**src/rtl/mmu_resp_router_pkg.sv**
```systemverilog
// Shared constants for the MMU response router: owner encoding, fault FSM states,
// and tag-queue entry sizing.
package mmu_resp_router_pkg;

  localparam int unsigned OWNER_W = 3;

  localparam logic [OWNER_W-1:0] OWNER_WALK    = 3'd0;
  localparam logic [OWNER_W-1:0] OWNER_CH_BASE = 3'd1;

  localparam logic [1:0] ST_IDLE   = 2'd0;
  localparam logic [1:0] ST_DRAIN  = 2'd1;
  localparam logic [1:0] ST_REPORT = 2'd2;

  // Tag entry is {owner, flags}
  function automatic int unsigned entry_w(input int unsigned flag_w);
    return OWNER_W + flag_w;
  endfunction

endpackage

```
**src/rtl/mmu_resp_router_if.sv**
```systemverilog
// MMU/memory/channel signal bundle for mmu_resp_router.
// The slave modport is the router's view; master is the surrounding system.
interface mmu_resp_router_if
  import mmu_resp_router_pkg::*;
#(
  parameter int unsigned P_CH     = 2,
  parameter int unsigned P_DATA_W = 64,
  parameter int unsigned P_FLAG_W = 28
);

  logic                   iMMU_REQ;
  logic                   iMMU_STORE;
  logic [OWNER_W-1:0]     iMMU_OWNER;
  logic [P_FLAG_W-1:0]    iMMU_FLAGS;
  logic                   oMMU_LOCK;
  logic                   iFAULT_VALID;
  logic [OWNER_W-1:0]     iFAULT_CH;
  logic                   oMEM_REQ;
  logic                   iMEM_LOCK;
  logic                   iMEM_VALID;
  logic [P_DATA_W-1:0]    iMEM_DATA;
  logic                   oMEM_LOCK;
  logic                   oWALK_VALID;
  logic [P_DATA_W-1:0]    oWALK_DATA;
  logic                   iWALK_LOCK;
  logic [P_CH-1:0]        oCH_VALID;
  logic [P_CH*P_DATA_W-1:0] oCH_DATA;
  logic [P_CH*P_FLAG_W-1:0] oCH_FLAGS;
  logic [P_CH-1:0]        oCH_STORE_ACK;
  logic [P_CH-1:0]        oCH_FAULT;
  logic [P_CH-1:0]        iCH_LOCK;
  logic                   oERR_UNEXP;

  modport slave (
    input  iMMU_REQ, iMMU_STORE, iMMU_OWNER, iMMU_FLAGS, iFAULT_VALID, iFAULT_CH,
    input  iMEM_LOCK, iMEM_VALID, iMEM_DATA, iWALK_LOCK, iCH_LOCK,
    output oMMU_LOCK, oMEM_REQ, oMEM_LOCK, oWALK_VALID, oWALK_DATA,
    output oCH_VALID, oCH_DATA, oCH_FLAGS, oCH_STORE_ACK, oCH_FAULT, oERR_UNEXP
  );

  modport master (
    output iMMU_REQ, iMMU_STORE, iMMU_OWNER, iMMU_FLAGS, iFAULT_VALID, iFAULT_CH,
    output iMEM_LOCK, iMEM_VALID, iMEM_DATA, iWALK_LOCK, iCH_LOCK,
    input  oMMU_LOCK, oMEM_REQ, oMEM_LOCK, oWALK_VALID, oWALK_DATA,
    input  oCH_VALID, oCH_DATA, oCH_FLAGS, oCH_STORE_ACK, oCH_FAULT, oERR_UNEXP
  );

endinterface

```
**src/rtl/mmu_tag_fifo.sv**
```systemverilog
// In-order tag queue with show-ahead head; full/empty/count reflect pre-edge occupancy.
module mmu_tag_fifo #(
  parameter int unsigned P_WIDTH   = 31,
  parameter int unsigned P_DEPTH   = 16,
  parameter int unsigned P_DEPTH_N = 4
) (
  input  logic                 clk,
  input  logic                 rst,
  input  logic                 push,
  input  logic [P_WIDTH-1:0]   din,
  input  logic                 pop,
  output logic [P_WIDTH-1:0]   dout,
  output logic                 full,
  output logic                 empty,
  output logic [P_DEPTH_N:0]   count
);

  localparam int unsigned PTR_W = P_DEPTH_N;
  localparam int unsigned CNT_W = P_DEPTH_N + 1;

  logic [P_WIDTH-1:0] mem [P_DEPTH];
  logic [PTR_W-1:0]   wr_ptr, rd_ptr;
  logic [CNT_W-1:0]   cnt;
  logic               do_push, do_pop;

  assign full    = (cnt == CNT_W'(P_DEPTH));
  assign empty   = (cnt == '0);
  assign count   = cnt;
  assign dout    = mem[rd_ptr];
  assign do_push = push && !full;
  assign do_pop  = pop && !empty;

  always_ff @(posedge clk) begin : ptr_reg
    if (rst) begin
      wr_ptr <= '0;
      rd_ptr <= '0;
      cnt    <= '0;
    end else begin
      if (do_push) wr_ptr <= wr_ptr + PTR_W'(1);
      if (do_pop)  rd_ptr <= rd_ptr + PTR_W'(1);
      case ({do_push, do_pop})
        2'b10:   cnt <= cnt + CNT_W'(1);
        2'b01:   cnt <= cnt - CNT_W'(1);
        default: cnt <= cnt;
      endcase
    end
  end

  always_ff @(posedge clk) begin : mem_write
    if (do_push) mem[wr_ptr] <= din;
  end

endmodule

```
**src/rtl/mmu_resp_router.sv**
```systemverilog
// Routes in-order memory read responses to the walker or a core channel, returns
// store acks, and sequences the per-channel page-fault drain and report.
module mmu_resp_router
  import mmu_resp_router_pkg::*;
#(
  parameter int unsigned P_CH      = 2,
  parameter int unsigned P_DATA_W  = 64,
  parameter int unsigned P_FLAG_W  = 28,
  parameter int unsigned P_DEPTH   = 16,
  parameter int unsigned P_DEPTH_N = 4
) (
  input  logic               iCLOCK,
  input  logic               iRESET_SYNC,
  mmu_resp_router_if.slave   bus
);

  localparam int unsigned ENTRY_W = entry_w(P_FLAG_W);
  localparam int unsigned CNT_W   = P_DEPTH_N + 1;

  logic [1:0]               state, state_n;
  logic [OWNER_W-1:0]       fc, fc_n;
  logic [P_CH-1:0]          ch_valid, ch_fault, store_ack;
  logic [P_CH*P_DATA_W-1:0] ch_data;
  logic [P_CH*P_FLAG_W-1:0] ch_flags;
  logic                     err_unexp;

  logic                     q_full, q_empty;
  logic [CNT_W-1:0]         q_count;
  logic [ENTRY_W-1:0]       q_head;
  logic [OWNER_W-1:0]       head_owner;
  logic [P_FLAG_W-1:0]      head_flags;

  logic [P_CH-1:0]          head_mask, store_mask, fc_mask, load;
  logic                     head_walk, head_blocked, mmu_lock, mem_lock;
  logic                     acc, push, take, report_load;

  assign {head_owner, head_flags} = q_head;

  always_comb begin : owner_decode
    head_mask  = '0;
    store_mask = '0;
    fc_mask    = '0;
    for (int c = 0; c < P_CH; c++) begin
      head_mask[c]  = (head_owner == OWNER_CH_BASE + OWNER_W'(c));
      store_mask[c] = (bus.iMMU_OWNER == OWNER_CH_BASE + OWNER_W'(c));
      fc_mask[c]    = (fc == OWNER_W'(c));
    end
  end

  // Full is the pre-pop view, so a same-cycle response never unlocks a full queue
  assign head_walk    = (head_owner == OWNER_WALK);
  assign head_blocked = |(head_mask & ch_valid & bus.iCH_LOCK);
  assign mem_lock     = q_empty || (head_walk && bus.iWALK_LOCK) || head_blocked;
  assign take         = bus.iMEM_VALID && !mem_lock;
  assign mmu_lock     = bus.iMEM_LOCK || (q_full && !bus.iMMU_STORE) ||
                        bus.iFAULT_VALID || (state != ST_IDLE);
  assign acc          = bus.iMMU_REQ && !mmu_lock;
  assign push         = acc && !bus.iMMU_STORE;
  assign load         = take ? head_mask : '0;

  mmu_tag_fifo #(
    .P_WIDTH   (ENTRY_W),
    .P_DEPTH   (P_DEPTH),
    .P_DEPTH_N (P_DEPTH_N)
  ) u_tag_fifo (
    .clk   (iCLOCK),
    .rst   (iRESET_SYNC),
    .push  (push),
    .din   ({bus.iMMU_OWNER, bus.iMMU_FLAGS}),
    .pop   (take),
    .dout  (q_head),
    .full  (q_full),
    .empty (q_empty),
    .count (q_count)
  );

  always_comb begin : fsm_next
    state_n     = state;
    fc_n        = fc;
    report_load = 1'b0;
    case (state)
      ST_IDLE: begin
        if (bus.iFAULT_VALID) begin
          state_n = ST_DRAIN;
          fc_n    = (bus.iFAULT_CH >= OWNER_W'(P_CH)) ? OWNER_W'(0) : bus.iFAULT_CH;
        end
      end
      ST_DRAIN: begin
        if ((q_count == '0) && !(|(fc_mask & ch_valid))) begin
          state_n     = ST_REPORT;
          report_load = 1'b1;
        end
      end
      ST_REPORT: begin
        if (!(|(fc_mask & bus.iCH_LOCK))) state_n = ST_IDLE;
      end
      default: state_n = ST_IDLE;
    endcase
  end

  always_ff @(posedge iCLOCK) begin : fsm_reg
    if (iRESET_SYNC) begin
      state <= ST_IDLE;
      fc    <= '0;
    end else begin
      state <= state_n;
      fc    <= fc_n;
    end
  end

  // Per-channel output latch; the fault report reuses it with zeroed payload
  always_ff @(posedge iCLOCK) begin : ch_latch
    if (iRESET_SYNC) begin
      ch_valid  <= '0;
      ch_fault  <= '0;
      ch_data   <= '0;
      ch_flags  <= '0;
      store_ack <= '0;
      err_unexp <= 1'b0;
    end else begin
      for (int c = 0; c < P_CH; c++) begin
        if (load[c]) begin
          ch_valid[c]                       <= 1'b1;
          ch_fault[c]                       <= 1'b0;
          ch_data[c*P_DATA_W +: P_DATA_W]   <= bus.iMEM_DATA;
          ch_flags[c*P_FLAG_W +: P_FLAG_W]  <= head_flags;
        end else if (report_load && fc_mask[c]) begin
          ch_valid[c]                       <= 1'b1;
          ch_fault[c]                       <= 1'b1;
          ch_data[c*P_DATA_W +: P_DATA_W]   <= '0;
          ch_flags[c*P_FLAG_W +: P_FLAG_W]  <= '0;
        end else if (ch_valid[c] && !bus.iCH_LOCK[c]) begin
          ch_valid[c] <= 1'b0;
          ch_fault[c] <= 1'b0;
        end
      end
      store_ack <= (acc && bus.iMMU_STORE) ? store_mask : '0;
      if (bus.iMEM_VALID && q_empty) err_unexp <= 1'b1;
    end
  end

  assign bus.oMMU_LOCK     = mmu_lock;
  assign bus.oMEM_REQ      = acc;
  assign bus.oMEM_LOCK     = mem_lock;
  assign bus.oWALK_VALID   = bus.iMEM_VALID && head_walk && !q_empty && !bus.iWALK_LOCK;
  assign bus.oWALK_DATA    = bus.iMEM_DATA;
  assign bus.oCH_VALID     = ch_valid;
  assign bus.oCH_DATA      = ch_data;
  assign bus.oCH_FLAGS     = ch_flags;
  assign bus.oCH_STORE_ACK = store_ack;
  assign bus.oCH_FAULT     = ch_fault;
  assign bus.oERR_UNEXP    = err_unexp;

endmodule

```
**src/flat_wrapper.sv**
```systemverilog
// flat-port wrapper written by rule: the top's interface ports become plain ports
module mmu_resp_router_flat import mmu_resp_router_pkg::*;
#(
  parameter int unsigned P_CH      = 2,
  parameter int unsigned P_DATA_W  = 64,
  parameter int unsigned P_FLAG_W  = 28,
  parameter int unsigned P_DEPTH   = 16,
  parameter int unsigned P_DEPTH_N = 4
)
  (iCLOCK, iRESET_SYNC, bus_iMMU_REQ, bus_iMMU_STORE, bus_iMMU_OWNER, bus_iMMU_FLAGS, bus_iFAULT_VALID, bus_iFAULT_CH, bus_iMEM_LOCK, bus_iMEM_VALID, bus_iMEM_DATA, bus_iWALK_LOCK, bus_iCH_LOCK, bus_oMMU_LOCK, bus_oMEM_REQ, bus_oMEM_LOCK, bus_oWALK_VALID, bus_oWALK_DATA, bus_oCH_VALID, bus_oCH_DATA, bus_oCH_FLAGS, bus_oCH_STORE_ACK, bus_oCH_FAULT, bus_oERR_UNEXP);
  mmu_resp_router_if #(.P_CH(P_CH), .P_DATA_W(P_DATA_W), .P_FLAG_W(P_FLAG_W)) bus_i ();
  input  logic iCLOCK;
  input  logic iRESET_SYNC;
  input wire logic [$bits(bus_i.iMMU_REQ)-1:0] bus_iMMU_REQ;
  input wire logic [$bits(bus_i.iMMU_STORE)-1:0] bus_iMMU_STORE;
  input wire logic [$bits(bus_i.iMMU_OWNER)-1:0] bus_iMMU_OWNER;
  input wire logic [$bits(bus_i.iMMU_FLAGS)-1:0] bus_iMMU_FLAGS;
  input wire logic [$bits(bus_i.iFAULT_VALID)-1:0] bus_iFAULT_VALID;
  input wire logic [$bits(bus_i.iFAULT_CH)-1:0] bus_iFAULT_CH;
  input wire logic [$bits(bus_i.iMEM_LOCK)-1:0] bus_iMEM_LOCK;
  input wire logic [$bits(bus_i.iMEM_VALID)-1:0] bus_iMEM_VALID;
  input wire logic [$bits(bus_i.iMEM_DATA)-1:0] bus_iMEM_DATA;
  input wire logic [$bits(bus_i.iWALK_LOCK)-1:0] bus_iWALK_LOCK;
  input wire logic [$bits(bus_i.iCH_LOCK)-1:0] bus_iCH_LOCK;
  output wire logic [$bits(bus_i.oMMU_LOCK)-1:0] bus_oMMU_LOCK;
  output wire logic [$bits(bus_i.oMEM_REQ)-1:0] bus_oMEM_REQ;
  output wire logic [$bits(bus_i.oMEM_LOCK)-1:0] bus_oMEM_LOCK;
  output wire logic [$bits(bus_i.oWALK_VALID)-1:0] bus_oWALK_VALID;
  output wire logic [$bits(bus_i.oWALK_DATA)-1:0] bus_oWALK_DATA;
  output wire logic [$bits(bus_i.oCH_VALID)-1:0] bus_oCH_VALID;
  output wire logic [$bits(bus_i.oCH_DATA)-1:0] bus_oCH_DATA;
  output wire logic [$bits(bus_i.oCH_FLAGS)-1:0] bus_oCH_FLAGS;
  output wire logic [$bits(bus_i.oCH_STORE_ACK)-1:0] bus_oCH_STORE_ACK;
  output wire logic [$bits(bus_i.oCH_FAULT)-1:0] bus_oCH_FAULT;
  output wire logic [$bits(bus_i.oERR_UNEXP)-1:0] bus_oERR_UNEXP;
  assign bus_i.iMMU_REQ = bus_iMMU_REQ;
  assign bus_i.iMMU_STORE = bus_iMMU_STORE;
  assign bus_i.iMMU_OWNER = bus_iMMU_OWNER;
  assign bus_i.iMMU_FLAGS = bus_iMMU_FLAGS;
  assign bus_i.iFAULT_VALID = bus_iFAULT_VALID;
  assign bus_i.iFAULT_CH = bus_iFAULT_CH;
  assign bus_i.iMEM_LOCK = bus_iMEM_LOCK;
  assign bus_i.iMEM_VALID = bus_iMEM_VALID;
  assign bus_i.iMEM_DATA = bus_iMEM_DATA;
  assign bus_i.iWALK_LOCK = bus_iWALK_LOCK;
  assign bus_i.iCH_LOCK = bus_iCH_LOCK;
  assign bus_oMMU_LOCK = bus_i.oMMU_LOCK;
  assign bus_oMEM_REQ = bus_i.oMEM_REQ;
  assign bus_oMEM_LOCK = bus_i.oMEM_LOCK;
  assign bus_oWALK_VALID = bus_i.oWALK_VALID;
  assign bus_oWALK_DATA = bus_i.oWALK_DATA;
  assign bus_oCH_VALID = bus_i.oCH_VALID;
  assign bus_oCH_DATA = bus_i.oCH_DATA;
  assign bus_oCH_FLAGS = bus_i.oCH_FLAGS;
  assign bus_oCH_STORE_ACK = bus_i.oCH_STORE_ACK;
  assign bus_oCH_FAULT = bus_i.oCH_FAULT;
  assign bus_oERR_UNEXP = bus_i.oERR_UNEXP;
  mmu_resp_router #(.P_CH(P_CH), .P_DATA_W(P_DATA_W), .P_FLAG_W(P_FLAG_W), .P_DEPTH(P_DEPTH), .P_DEPTH_N(P_DEPTH_N)) u_core (.iCLOCK(iCLOCK), .iRESET_SYNC(iRESET_SYNC), .bus(bus_i));
endmodule
```
**config.mk**
```make
export PLATFORM = sky130hd
export DESIGN_NAME = mmu_resp_router_flat
export DESIGN_NICKNAME = d
export VERILOG_FILES = /design/src/rtl/mmu_resp_router_pkg.sv /design/src/rtl/mmu_resp_router_if.sv /design/src/rtl/mmu_tag_fifo.sv /design/src/rtl/mmu_resp_router.sv /design/src/flat_wrapper.sv
export SDC_FILE = /design/constraint.sdc
export NUM_CORES = 1
export LEC_CHECK = 0
export ABC_CLOCK_PERIOD_IN_PS = 11700
export CAP_MARGIN = 30
export CORE_MARGIN = 1.5
export CORE_UTILIZATION = 45
export CTS_CLUSTER_DIAMETER = 80
export CTS_CLUSTER_SIZE = 24
export DETAILED_ROUTE_END_ITERATION = 12
export PLACE_DENSITY = 0.7
export SETUP_SLACK_MARGIN = 0.3
export SYNTH_ARGS = -nofsm -noshare
export SYNTH_HDL_FRONTEND = slang
export SYNTH_SLANG_ARGS = --single-unit
```
**constraint.sdc**
```tcl
create_clock -name iCLOCK -period 11.7 [get_ports iCLOCK]
set_input_delay 1.755 -clock iCLOCK [delete_from_list [all_inputs] [get_ports iCLOCK]]
set_output_delay 1.755 -clock iCLOCK [all_outputs]
set_load 0.01 [all_outputs]
```
==> reports/results.txt <==
Antenna Nets Post-Route = 0
Number of post-CTS setup repair buffers = 0
Total number of vias = 16,080
Slew HR = 0.3341
Final net count = 2,172
Slowest cell on crit path = dfxtp_4
Die ar. = 63,330 µm²
Core area = 60,700 µm²
Average wire per standard cell = 24.92 µm
TritonRoute pass-1 iters = 5
Post-synthesis async set-or-reset flop share = 0
Comb power frac = 0.075
Internal = 3.476 mW
YS warnings = 0
Clk slew on worst S/H paths = 90 ps
Die W = 251.7 µm
Share of cells above drive strength 1 = 0.1367
Worst path cell trace = buf_4 -> mux4_2 -> a22oi_2 -> nand3_2 -> nor4b_2 -> or3_1 -> clkdlybuf4s50_1
PD cells = 135.3 nW/µm²
Final Hold Violating Endpoints = 0
Area of the mapped netlist = 27,820 µm²
Global route total overflow = 0
Final worst slack = 5915 ps
Port Buf Inserts = 366
Final non-filler cell total = 2,862
Reg2reg end = u_core.u_tag_fifo.count[4]$_SDFFE_PP0P_
Max Clk Rate = 0.1729 GHz
Sequential power share = 0.607
Status = finished clean
Unrepaired setup endpoints after global routing = no
Min Tclk post-route = 5785 ps
Worst Clk Skew = 22.11 ps
Drt via density = 5.618
Hold_sp = u_core.bus.oCH_DATA[12]$_SDFFE_PP0P_
Number of synthesized flops with an enable pin = 496
Cell count after placement = 2,795
Slew Limit Fails = 0
Flops & latches, synth = 709
Critical path class = register to output pin
Endpoint class of the critical path = output pin
Hpwl dp = 45.07 mm
Reg2reg setup slack = 7150 ps
Resized Gates After CTS = 0
Drt drc = 0
Hold Path Class = register to register
RePlAce Congestion = 0.8818
# hold bufs at CTS = 0
Final Cycle Share = 0.4945
Startpoint Class = register
Placed Area = 31,800 µm²
Max cap viols = 0
Final Setup Violations = 0
Synth top area share = 0.5353
CTS Buffer Depth = 3
CP bufs+invs = 2
Clock Latency Late Sink = 590 ps
Vias in the first global route = 15,670
Fin area = 32,970 µm²
Sw Share = 0.2207
Max stage delay on crit path = 870 ps
H-tree depth = 2
Syn_nets = 1,916
Critical path peak fanout = 38
Critical path arrival = 4030 ps
Crit path required time = 9950 ps
Worst-margin pin slew = 998.8 ps
Switching power = 984.3 µW
Worst hold path cell count = 2
Clk root buf = clkbuf_16
Chip height = 251.7 µm
Avg Inst Size Synth = 15.47 µm²
Area grow syn2layout = 18.51%
CTS tree = built
Cell family with most CP delay = buffers and inverters
Maximum VDD drop = 0.00008595 V
Hold Crit Endpoint = u_core.bus.oCH_DATA[12]$_SDFFE_PP0P_
Top-Level Pins = 367
Synth area leader = edfxtp_1
CTS Buf Count = 37
Instance count of the mapped netlist = 1,798
Share of power burned in the clock network = 0.318
Initial Utilization = 0.4584
Post-route core utilization = 0.5432
Top post-synthesis cells by area = edfxtp_1 54%, dfxtp_1 15%, mux4_2 12%, nand3_1 3.4%, a21oi_1 2.4%
Initial drt markers = 1,412
Leak pwr = 10.35 nW
Register area share after synthesis = 0.6886
Distinct cells, synth = 50
Largest net degree at the start of global routing = 114
GRT Util Overall = 0.2216
# rows = 90
Clk sinks = 709
First-pass GRT wire length = 103.7 mm
Pre-CTS setup slack = 6173 ps
Routed WL = 71.33 mm
Initial antenna violation count = 10
Post-Route Setup TNS = 0 ps
FF-to-FF path depth = 13
Top FF cell, synth = edfxtp_1
[stage by stage]
step | hold WS [ps] | power [mW]
floorplan | 478.2 | 2.955
CTS | 471.0 | 4.494
global route | 485.6 | 4.597
detailed placement | 456.7 | 3.102
finish | 469.8 | 4.461
global placement | 451.8 | 3.092
[state kept, by name, summed over array words and instances (netlist names), named ones only]
name	flops
u_core.u_tag_fifo.mem	496
u_core.bus.oCH_DATA	128
u_core.bus.oCH_FLAGS	56
u_core.u_tag_fifo.count	5
u_core.u_tag_fifo.rd_ptr	4
u_core.u_tag_fifo.wr_ptr	4
u_core.fc	3
u_core.bus.oCH_FAULT	2
u_core.bus.oCH_STORE_ACK	2
u_core.bus.oCH_VALID	2
u_core.state	2
u_core.bus.oERR_UNEXP	1
[tightest hold or removal path, cell delays in order, from the launching register on]
cell and delay, ps:
dfxtp_1 320, nand3_1 60, a21oi_1 50
[synthesized netlist by cell type, types with 2 or more instances]
cell type,instances
nand2b_1,33
nand3_1,187
mux2_2,3
nor2b_1,10
buf_2,29
mux4_2,150
ha_1,9
nor2_1,39
xnor2_1,2
mux2_1,2
a21o_1,2
nand4b_4,2
and2_1,3
or2_0,61
buf_1,12
or2_2,14
nand4_1,2
inv_1,71
nor3b_1,3
o21ai_0,59
dfxtp_1,213
buf_6,9
xor2_1,5
or2_1,50
mux2i_1,18
edfxtp_1,496
or3_1,3
nor4_1,6
a21oi_1,135
a31oi_1,2
nand2_1,13
buf_4,73
clkbuf_1,60
nor3_1,6
[layer usage]
metal / GRT usage / share of wire / wire, µm
met5: 0 / 0.0017 / 122
met2: 0.3830 / 0.51 / 36220
met1: 0.2813 / 0.39 / 28070
met3: 0.04869 / 0.071 / 5048
met4: 0.06196 / 0.026 / 1860
[final cells by class]
cell class | count | area (µm²)
clock buffer | 51 | 1021
clock inverter | 12 | 86.33
tap | 782 | 978.4
inverter | 72 | 270.3
fill | 4775 | 27720
timing repair buffer | 400 | 3998
sequential | 709 | 19170
multi-input combinational | 834 | 7445
antenna | 2 | 5.005
[worst max path at each step]
stage / startpoint / endpoint / slack [ps] / depth (start not counted)
after global routing: register / bus_oMEM_LOCK / 5680 / 7
after floorplan: bus_iMEM_LOCK / u_core.u_tag_fifo.mem[3][0]$_DFFE_PP_ / 6450 / 5
final: register / bus_oMEM_LOCK / 5910 / 7
after global placement: register / bus_oMEM_LOCK / 5950 / 7
after detailed placement: bus_iCH_LOCK[1] / bus_oMEM_LOCK / 6170 / 6
after CTS: register / bus_oMEM_LOCK / 5810 / 7
[power groups by stage]
stage	logic, mW	clock network [mW]	registers, mW
finish	0.334	1.42	2.71
floorplan	0.196	0	2.76
global route	0.355	1.53	2.71
CTS	0.336	1.45	2.71
global placement	0.326	0	2.77
detailed placement	0.335	0	2.77
[cells by family after synthesis]
| kind of cell | after synthesis | synth area share |
|---|---|---|
| fa+ha+maj | 10 | 0.004767 |
| mux | 174 | 0.1307 |
| simple gates | 440 | 0.08810 |
| compound gates | 203 | 0.03760 |
| flops | 709 | 0.6886 |
| xor+xnor | 7 | 0.002204 |
| buf+inv | 255 | 0.04799 |
[placed cells by master (no fill, tap or decap), drive strengths merged, types with 4 or more instances in the layout]
cell type / count
dfxtp: 213
nor3: 7
edfxtp: 496
nor4: 6
a21oi: 135
xor2: 5
clkbuf: 51
clkinv: 4
o21ai: 60
nor2: 39
mux4: 150
ha: 9
nor2b: 10
nand3: 188
buf: 35
or2: 125
mux2: 5
inv: 77
mux2i: 19
nand2b: 33
clkdlybuf4s50: 365
nand2: 13
Power figures use the tool's default switching activity.
